**config.mk**
```make
export PLATFORM = sky130hd
export DESIGN_NAME = collision_detector
export DESIGN_NICKNAME = d
export VERILOG_FILES = /design/src/rtl/collision_detector.sv
export SDC_FILE = /design/constraint.sdc
export NUM_CORES = 1
export LEC_CHECK = 0
export ABC_AREA = 0
export BUFFER_PORTS_ARGS = -buffer_cell sky130_fd_sc_hd__buf_2
export CELL_PAD_IN_SITES_DETAIL_PLACEMENT = 2
export CELL_PAD_IN_SITES_GLOBAL_PLACEMENT = 2
export CORE_ASPECT_RATIO = 1.1
export CORE_MARGIN = 3
export CORE_UTILIZATION = 45
export DETAILED_ROUTE_END_ITERATION = 8
export PLACE_DENSITY_LB_ADDON = 0.1
export SLEW_MARGIN = 10
export SYNTH_ARGS = -nofsm -noshare
export SYNTH_HDL_FRONTEND = slang
export SYNTH_SLANG_ARGS = --single-unit
```
**constraint.sdc**
```tcl
create_clock -name clk -period 4.2 [get_ports clk]
set_input_delay 1.05 -clock clk [delete_from_list [all_inputs] [get_ports clk]]
set_output_delay 1.05 -clock clk [all_outputs]
set_load 0.02 [all_outputs]
```
**src/rtl/collision_detector.sv**
```systemverilog
// Maze collision detector: looks up pacman's new tile in the maze ROM, reports one
// collision event per accepted move and tracks which pills have been eaten.
module collision_detector #(
    parameter int unsigned TOTAL_PILLS = 244,
    parameter logic [3:0]  GHOST_CODE  = 4'b1000
) (
    input  logic       clk,
    input  logic       reset,
    input  logic       pos_valid,
    input  logic [4:0] pac_x,
    input  logic [4:0] pac_y,
    input  logic [4:0] ghost_x,
    input  logic [4:0] ghost_y,
    output logic       busy,
    output logic       rom_rd,
    output logic [9:0] rom_addr,
    input  logic [1:0] rom_data,
    output logic [3:0] collision_type,
    output logic [9:0] pills_left,
    output logic       all_eaten
);

    localparam logic [9:0] PILLS_INIT = 10'(TOTAL_PILLS);

    localparam logic [1:0] CELL_WALL  = 2'b01;
    localparam logic [1:0] CELL_PILL  = 2'b10;
    localparam logic [1:0] CELL_POWER = 2'b11;

    localparam logic [3:0] CODE_NONE  = 4'b0000;
    localparam logic [3:0] CODE_WALL  = 4'b0001;
    localparam logic [3:0] CODE_PILL  = 4'b0010;
    localparam logic [3:0] CODE_POWER = 4'b0100;

    typedef enum logic [1:0] {
        IDLE,
        READ,
        EVAL,
        REPORT
    } state_t;

    state_t state, state_nx;

    logic [4:0]    lat_px, lat_py, lat_gx, lat_gy;
    logic [1023:0] eaten;
    logic [9:0]    tile;
    logic [3:0]    code;
    logic          eat;

    assign tile = {lat_py, lat_px};

    always_comb begin
        state_nx = state;
        case (state)
            IDLE:    if (pos_valid) state_nx = READ;
            READ:    state_nx = EVAL;
            EVAL:    state_nx = REPORT;
            REPORT:  state_nx = IDLE;
            default: state_nx = IDLE;
        endcase
    end

    // Ghost outranks everything, so a ghost on a pill leaves the pill uneaten.
    always_comb begin
        code = CODE_NONE;
        eat  = 1'b0;
        if ((lat_px == lat_gx) && (lat_py == lat_gy)) begin
            code = GHOST_CODE;
        end else if (rom_data == CELL_WALL) begin
            code = CODE_WALL;
        end else if (!eaten[tile]) begin
            if (rom_data == CELL_PILL) begin
                code = CODE_PILL;
                eat  = 1'b1;
            end else if (rom_data == CELL_POWER) begin
                code = CODE_POWER;
                eat  = 1'b1;
            end
        end
    end

    always_ff @(posedge clk or negedge reset) begin
        if (!reset) begin
            state <= IDLE;
        end else begin
            state <= state_nx;
        end
    end

    always_ff @(posedge clk or negedge reset) begin
        if (!reset) begin
            busy           <= 1'b0;
            rom_rd         <= 1'b0;
            rom_addr       <= '0;
            collision_type <= '0;
            pills_left     <= PILLS_INIT;
            all_eaten      <= 1'b0;
            eaten          <= '0;
            lat_px         <= '0;
            lat_py         <= '0;
            lat_gx         <= '0;
            lat_gy         <= '0;
        end else begin
            busy           <= (state_nx != IDLE);
            rom_rd         <= (state == IDLE) && pos_valid;
            collision_type <= (state == EVAL) ? code : CODE_NONE;
            all_eaten      <= all_eaten || (pills_left == '0);
            if ((state == IDLE) && pos_valid) begin
                lat_px   <= pac_x;
                lat_py   <= pac_y;
                lat_gx   <= ghost_x;
                lat_gy   <= ghost_y;
                rom_addr <= {pac_y, pac_x};
            end
            if ((state == EVAL) && eat) begin
                eaten[tile] <= 1'b1;
                if (pills_left != '0) pills_left <= pills_left - 10'd1;
            end
        end
    end

endmodule

```
### Word-level counts from Yosys, hierarchy flattened

Cells that the tools add are included.

| operators by class | value |
|---|---|
| add/sub/neg operators | 1 |
| $lt $le $gt $ge | 2 |
| bitwise gates (word level) | 1 |
| eq/ne operators | 8 |
| reductions and logical operators | 10 |
| muxes and demuxes | 17 |

Operators with widths:

| cell | number |
|---|---|
| OR 1024 bit | 1 |
| 2-to-1 mux 3 bit | 4 |
| less-than comparator 10 x 11 -> 1 bit (second input constant) | 1 |
| binary-select mux 1 bit (select 10 bit) | 1 |
| demux 1 bit (select 10 bit) | 1 |
| equality test 5 bit | 2 |
| >= comparator 10 x 1 -> 1 bit (second input constant) | 1 |
| zero test 10 bit | 1 |
| nonzero test 10 bit | 1 |
| subtractor 10 x 1 -> 10 bit (second input constant) | 1 |
| equality test 2 bit (second input constant) | 4 |
| 2-to-1 mux 4 bit | 2 |
| one-hot mux 2 bit (4 select lines) | 1 |
| 2-to-1 mux 1 bit | 7 |
| equality test 2 x 1 -> 1 bit (second input constant) | 2 |
| logical AND 1 bit | 4 |
| zero test 2 bit | 1 |
| 2-to-1 mux 2 bit | 1 |
| AND reduction 2 bit | 1 |
| nonzero test 2 bit | 1 |
| logical OR 1 bit | 1 |

| storage, ports and cells | value |
|---|---|
| output and inout bits | 27 |
| bits in registers | 1073 |
| logic and storage cells | 51 |
| bits of input ports | 25 |

### Depth between registers and ports, before layout

Gate-level depths: netlist (run 1).

| depth | value |
|---|---|
| depth after elaboration | 8 |
| mapped depth | 16 |
| gate-level depth less buffers | 9 |

### Worst setup path after synthesis (run 1)

Ideal clock, no wire load.

| timing | value |
|---|---|
| path kind | register -> register |
| start point | register rom_addr[1] (netlist name) |
| end point | register pills_left[8] |
| library setup time | 0.128 ns |
| setup slack | 0.406 ns |
| cell stages (with the launch flop) | 14 |
| clock period less this slack | 3.794 ns |
| path buffers | 4 |
| data arrival time | 3.666 ns |
| data required time | 4.072 ns |
| path through | dfrtp_1 > buf_2 > buf_2 > buf_1 > mux2i_1 > o22ai_1 > nor4_1 > o2111ai_1 > nand4_1 > o31ai_1 > or4b_4 > buf_6 > nor4_2 > mux2_1 |

RTL lines:

| item | line | source |
|---|---|---|
| to (signal assigned) | 116 | `if (pills_left != '0) pills_left <= pills_left - 10'd1;` |
| to (decl) | 19 | `output logic [9:0] pills_left,` |

==> results_dict.tcl, run 1 <==
set metrics [dict create \
    failed_checks "setup timing" \
    synth_nets 3558 \
    hold_buffers 0 \
    fmax_ghz 0.2304 \
    hold_viol_final 0 \
    cap_violations 0 \
    yosysUniqueCellTypes 61 \
    firstDrtPassIters 7 \
    fin_hold_ws_ns 0.3583 \
    first_global_vias 37460 \
    grt_remaining_overflow 0 \
    numPortBuffers 51 \
    core_mm2 0.09819 \
    clk_path_buf_depth 3 \
    yosys.area.top_type "dfrtp_1" \
    nets 3761 \
    synthTopCellsByArea "dfrtp_1, mux2i_1, a21o_1, o21bai_1, o22ai_1" \
    ys.flop_type "dfrtp_1" \
    syn2layout_area_growth_pct 19.75 \
    hp-class "input port to asynchronous set/reset pin" \
    die_h_um 337.4 \
    crit_arrival_ns 5.00 \
    nFillCells 8852 \
    crit_fanout 21 \
    ios 52 \
    place_area_mm2 0.04880 \
    setup-violations-final 393 \
    top_usage_layer "met2" \
    htree_levels 3 \
    p_per_area_mw_per_mm2 623.0 \
    synthesis.area_mm2 0.04492 \
    grt_use_met1_pct 43.36 \
    end_kind "register" \
    drc 0 \
    dp_hpwl_um 112400 \
    worstReg2RegStart "rom_addr[1]" \
    gp_congestion 0.8528 \
    initialDrtViolationCount 2598 \
    period_minus_slack_ns 4.341 \
    grtUsageMet3_pct 5.425 \
    cts.reportedPaths.clkPinSlew_ns 0.06 \
    die_w_um 307.2 \
    slew_viol_final 0 \
    fin_crit_sh_pct 103.4 \
    status "finished with violations" \
    peakVddDrop_uv 409.2 \
    final_area_mm2 0.05379 \
    viasPerCell 6.624 \
    p_total_mw 33.51 \
    clk_latency_ns 0.74 \
    rows 120 \
    initial_core_util_pct 45.74 \
    wl_per_cell_um 38.21 \
    wl_um 195000 \
    ys_ff_latch 1063 \
    synth_top_area_share_pct 58.94 \
    tightest_slew_ns 1.344 \
    startpoint_type "register" \
    antenna_found_initial 3 \
    synth_seq_area_share_pct 59.24 \
    cts_buffers 113 \
    cp.required_ns 4.86 \
    drive_gt1_share_pct 19.66 \
    synth_cells 3530 \
    finClkSkew_ns 0.04399 \
    grt_util_all_layers_pct 35.27 \
    syn_area_per_cell_um2 12.72 \
    grt_pass1_wl_um 267400 \
    cts_tree "yes" \
    synthArstFlopShare_pct 100.0 \
    worst-setup-path-type "register to register" \
    die-area_mm2 0.1036 \
    cts_root_buf "clkbuf_16" \
    setup_ws_ns -0.1408 \
    clock_sinks 1063 \
    p_leak_nw 29.47 \
    ys_warn_count 0 \
    synth_edf_count 0 \
    grt_use_met2_pct 59.80 \
    critPathLaunch "rom_addr[1]" \
    relSlewSlack_pct 10.20 \
    rsz0062_at_grt "yes" \
    ant_nets 0 \
    vias 33800 \
    grt_max_degree 95 \
]
[synthesized netlist by cell type (5+ instances only)]
library cell and count:
dfstp_2 5, buf_1 13, nor3_1 40, buf_6 10, nand2b_1 8, xnor2_1 5
inv_1 7, clkbuf_1 175, xor2_1 13, nor2_1 90, mux2_2 19, nand4_1 7
a21o_1 576, mux2i_1 453, nand3_1 38, dfrtp_1 1058, o21ai_0 19, nand4bb_1 6
o2111ai_1 5, a21oi_1 10, a31oi_1 5, or3_1 5, buf_2 97, nand4b_1 5
nor4_1 44, buf_4 7, o211ai_1 5, o21bai_1 448, mux4_2 32, o22ai_1 194
a22oi_1 5, nor2b_1 13, nand2_1 54
[power breakdown]
| part | internal, mW | switching [mW] |
|---|---|---|
| Combinational | 4.18 | 7.18 |
| Sequential | 11.1 | 0.778 |
| Clock | 5.85 | 4.41 |
| Total | 21.1 | 12.4 |
[kinds of logic (layout without fill, tap and decap cells)]
| family | count (synthesis) | count (layout) | synth area share [%] |
|---|---|---|---|
| AOI/OAI and AO/OA | 1283 | 1283 | 20.78 |
| DFF | 1063 | 1063 | 59.24 |
| muxes | 505 | 505 | 12.20 |
| and+or+nand+nor | 349 | 350 | 4.273 |
| buffers and inverters | 309 | 598 | 3.078 |
| xor gates and xnor gates | 18 | 18 | 0.3510 |
| adders and majority gates | 3 | 3 | 0.08358 |
| other | 0 | 1 | 0 |
[final timing paths]
kind | cells past startpoint | slack [ns] | end
setup reg to reg | 17 | -0.14 | eaten[115]
setup / recovery | 17 | -0.14 | eaten[115]
hold / removal | 1 | 0.36 | eaten[252]
min in group clk | 1 | 0.46 | eaten[800]
hold reg to reg | 1 | 0.46 | eaten[800]
max in group asynchronous | 3 | 2.72 | eaten[810]
[routing by layer]
layer / vias up / routed length, µm
met5: - / 0
met4: 0 / 14620
met3: 699 / 11710
met2: 1531 / 94730
met1: 18260 / 73910
li1: 13310 / -
[layout by cell type, fill, tap and decap left out, types with 53 or more instances in the layout]
master | synthesis | final
a21o_1 | 576 | 576
buf_4 | 7 | 219
nor2_1 | 90 | 66
clkbuf_16 | 0 | 125
o22ai_1 | 194 | 191
dfrtp_1 | 1058 | 1053
o21bai_1 | 448 | 447
nand2_1 | 54 | 53
mux2i_1 | 453 | 437
buf_12 | 0 | 87
[state kept, by name (all words and copies together), names as in the netlist]
signal	cells
eaten	1024
pills_left	10
rom_addr	10
lat_gx	5
lat_gy	5
collision_type	4
state	2
all_eaten	1
busy	1
rom_rd	1
[per-stage QoR]
stage | TNS [ns] | setup slack (ns) | std cells | utilization [%]
2_1_floorplan | 0 | 0.4061 | 3530 | -
3_3_place_gp | -43.47 | -0.2047 | 4836 | 49.70
3_5_place_dp | -115.90 | -0.4049 | 4836 | 49.70
4_1_cts | 0 | 0.005544 | 5041 | 53.61
5_1_grt | -40.78 | -0.2541 | 5101 | 54.78
6_report | -14.39 | -0.1408 | 5102 | 54.78
[what timing repair did]
item,4_1_cts,5_1_grt
buffers inserted,3,49
pin swaps,2,16
gates resized for setup,26,71
cloned,1,11
setup endpoints to repair,1030,587
[critical path, stage by stage, from the launching register on]
cell,delay [ns]
dfrtp_4,0.50
buf_12,0.17
buf_12,0.14
buf_4,0.15
clkbuf_16,0.24
mux2i_1,0.32
o22ai_1,0.13
nor3_1,0.27
nand3_1,0.25
nand4_1,0.35
buf_4,0.20
o31ai_4,0.09
or4b_4,0.55
buf_12,0.19
nor3_4,0.16
buf_4,0.17
buf_12,0.16
a21o_1,0.16
[final cells by class]
type	instances	area, µm²	area share, %
well taps	1281	1603	2.980
diodes	1	2.502	0.004652
repair buffers	389	4295	7.986
clock buffers	167	3303	6.141
flip-flops and latches	1063	26620	49.49
multi-input cells	2159	17540	32.62
clock inverters	35	394.1	0.7327
inverters	7	26.28	0.04885
Power figures use the tool's default switching activity.
==> run 2, diff against run 1 <==
- ABC_AREA: 0 -> 1
- CORE_ASPECT_RATIO: 1.1 -> 0.5
- CORE_UTILIZATION: 45 -> 39
==> results_dict.tcl, run 2 <==
set metrics [dict create \
    status "finished, final reports clean" \
    synth.most_common_cell "nand2_1" \
    p_total_mw 36.22 \
    initialDrtViolationCount 4407 \
    cts_tree "yes" \
    slowest_delay_ns 0.60 \
    tightest_slew_ns 1.124 \
    hp-class "input port to asynchronous set/reset pin" \
    ys.flop_type "dfrtp_1" \
    worst-path-buf-inv 4 \
    viasPerCell 5.848 \
    setup_tns_ns 0 \
    firstDrtPassIters 6 \
    synth_top_area_share_pct 52.18 \
    die-area_mm2 0.1347 \
    ys_ff_latch 1063 \
    relSlewSlack_pct 24.89 \
    post_cts_buffers 0 \
    synth_edf_count 0 \
    p_per_area_mw_per_mm2 628.5 \
    hold_viol_final 0 \
    crit_arrival_ns 4.72 \
    r2r_slack_ns 0.1 \
    wl_per_cell_um 28.33 \
    syn_area_per_cell_um2 8.067 \
    critPathLaunch "rom_addr[0]" \
    worst-setup-path-type "register to register" \
    layout_common_cells "nand2_1, dfrtp_1, o21bai_1, o21ai_0, inv_1" \
    crit_fanout 181 \
    die_h_um 261.1 \
    grt_remaining_overflow 0 \
    period_minus_slack_ns 4.100 \
    initial_core_util_pct 39.78 \
    ant_nets 0 \
    ios 52 \
    fmax_ghz 0.2439 \
    startpoint_type "register" \
    clock_sinks 1063 \
    die_w_um 516.1 \
    synthesis.area_mm2 0.05074 \
    p_leak_nw 26.71 \
    cts_buffers 106 \
    regToRegEndpoint "eaten[1020]" \
    yosysUniqueCellTypes 25 \
    crit_family "simple AND/OR/NAND/NOR gates" \
    htree_levels 3 \
    drive_gt1_share_pct 8.765 \
    peakVddDrop_uv 638.3 \
    rr_worst_depth 17 \
    nets 6216 \
    core_mm2 0.1275 \
    dp_hpwl_um 133000 \
    grt_max_degree 182 \
    final_common_cell "nand2_1" \
    first_global_vias 50610 \
    end_kind "register" \
    syn2layout_area_growth_pct 13.57 \
    numPortBuffers 51 \
    clk_path_buf_depth 3 \
    cp.required_ns 4.82 \
    crit_slowest_cell "dfrtp_4" \
    worstReg2RegStart "rom_addr[0]" \
    largest_register_ff_count 1024 \
    synthTopCellsByArea "dfrtp_1, nand2_1, o21bai_1, o21ai_0, inv_1" \
    slew_viol_final 0 \
    vias 46600 \
    wl_um 225800 \
    synthArstFlopShare_pct 100.0 \
    cp-endpoint "eaten[1020]" \
    ys_warn_count 0 \
    rsz0062_at_grt "no" \
    synth_nets 6318 \
    synth_cells 6290 \
    nFillCells 14090 \
    antenna_found_initial 10 \
    cts_root_buf "clkbuf_16" \
    setup-violations-final 0 \
    drc 0 \
    rows 92 \
    fin_crit_sh_pct 97.63 \
    cap_violations 0 \
    crit_chain "buf_12 > nand2_4 > buf_4 > o21ai_0 > o21ai_0 > nand2_1 > nor2_1 > nand2_1 > nand2_1 > nand2_1 > o21ai_0 > buf_4 > nand2_1 > nor2_2 > nand2_4 > buf_12 > o21ai_0" \
    cpMostUsedCell "nand2_1" \
    gp_congestion 0.8470 \
    grt_util_all_layers_pct 33.55 \
    cts.reportedPaths.clkPinSlew_ns 0.07 \
    crit_cells 17 \
    grt_pass1_wl_um 339500 \
    finClkSkew_ns 0.03090 \
    synth_seq_area_share_pct 52.43 \
    clk_latency_ns 0.74 \
    regMostFlops "eaten" \
    synthTopCellsByCount "nand2_1, dfrtp_1, o21bai_1, o21ai_0, inv_1" \
    yosys.area.top_type "dfrtp_1" \
    top_regs "eaten x1024, pills_left x10, rom_addr x10" \
]
==> run 2: repair_timing <==
action | in CTS | in global routing
resized for setup | 0 | 4
hold buffers | 0 | 0
endpoints found under the setup margin | 0 | 189
==> run 2: kinds of logic (layout without fill, tap and decap cells) <==
kind of cell	count (synthesis)	count (layout)	share of synthesized area (%)
xor+xnor	17	17	0.2934
buf+inv	832	817	6.949
compound gates	1284	1284	16.27
other cells	0	2	0
simple gates	3091	3091	23.98
fa+ha+maj	3	3	0.07398
flops	1063	1063	52.43
==> run 2: worst min path at each step <==
stage | startpoint | endpoint
3_3_place_gp | eaten[666] | eaten[666]
4_1_cts | reset | eaten[335]
6_report | reset | eaten[590]
3_5_place_dp | eaten[381] | eaten[381]
5_1_grt | reset | eaten[332]
2_1_floorplan | eaten[1000] | eaten[1000]
==> run 2: where the power goes <==
group / total [mW] / internal, mW / switching (mW) / leakage (nW)
sequential: 11.3 / 10.8 / 0.480 / 13.2
clock: 10.3 / 5.82 / 4.50 / 1.79
combinational: 14.6 / 3.17 / 11.4 / 11.7
total: 36.2 / 19.8 / 16.4 / 26.7
==> run 2: metal layers <==
| layer | GRT usage (%) | wire [µm] |
|---|---|---|
| met1 | 47.92 | 102800 |
| met2 | 52.58 | 100800 |
| met3 | 5.671 | 15210 |
| met4 | 9.565 | 6904 |
| met5 | 0 | 0 |
==> run 2: layout make-up <==
class                      count  area (µm²)  area share, %
clock buffer                 161        3213          5.575
multi-input combinational   4395       21010          36.46
tap                         1692        2117          3.674
sequential                  1063       26610          46.18
inverter                     336        1269          2.202
clock inverter                34       420.4         0.7295
antenna                        2       5.005       0.008685
timing repair buffer         286        2979          5.169
==> run 2: metrics by stage <==
step	instances	setup slack [ns]	instance area, µm²	hold slack (ns)	util [%]
2_1_floorplan	6290	1.509	50740	0.4240	-
3_3_place_gp	7772	0.3092	53980	0.4335	42.32
3_5_place_dp	7772	0.1678	53980	0.4454	42.32
4_1_cts	7967	0.1285	57610	0.3071	45.17
5_1_grt	7968	0.001001	57630	0.3250	45.18
6_report	7969	0.09970	57630	0.3148	45.18
==> run 2: worst register-to-register path: cells and delay by family (launching register included) <==
family,cells,cell delay [ns]
AO/OA/AOI/OAI,4,1.32
AND/OR/NAND/NOR,9,1.10
buffers and inverters,4,0.96
flip-flops,1,0.60
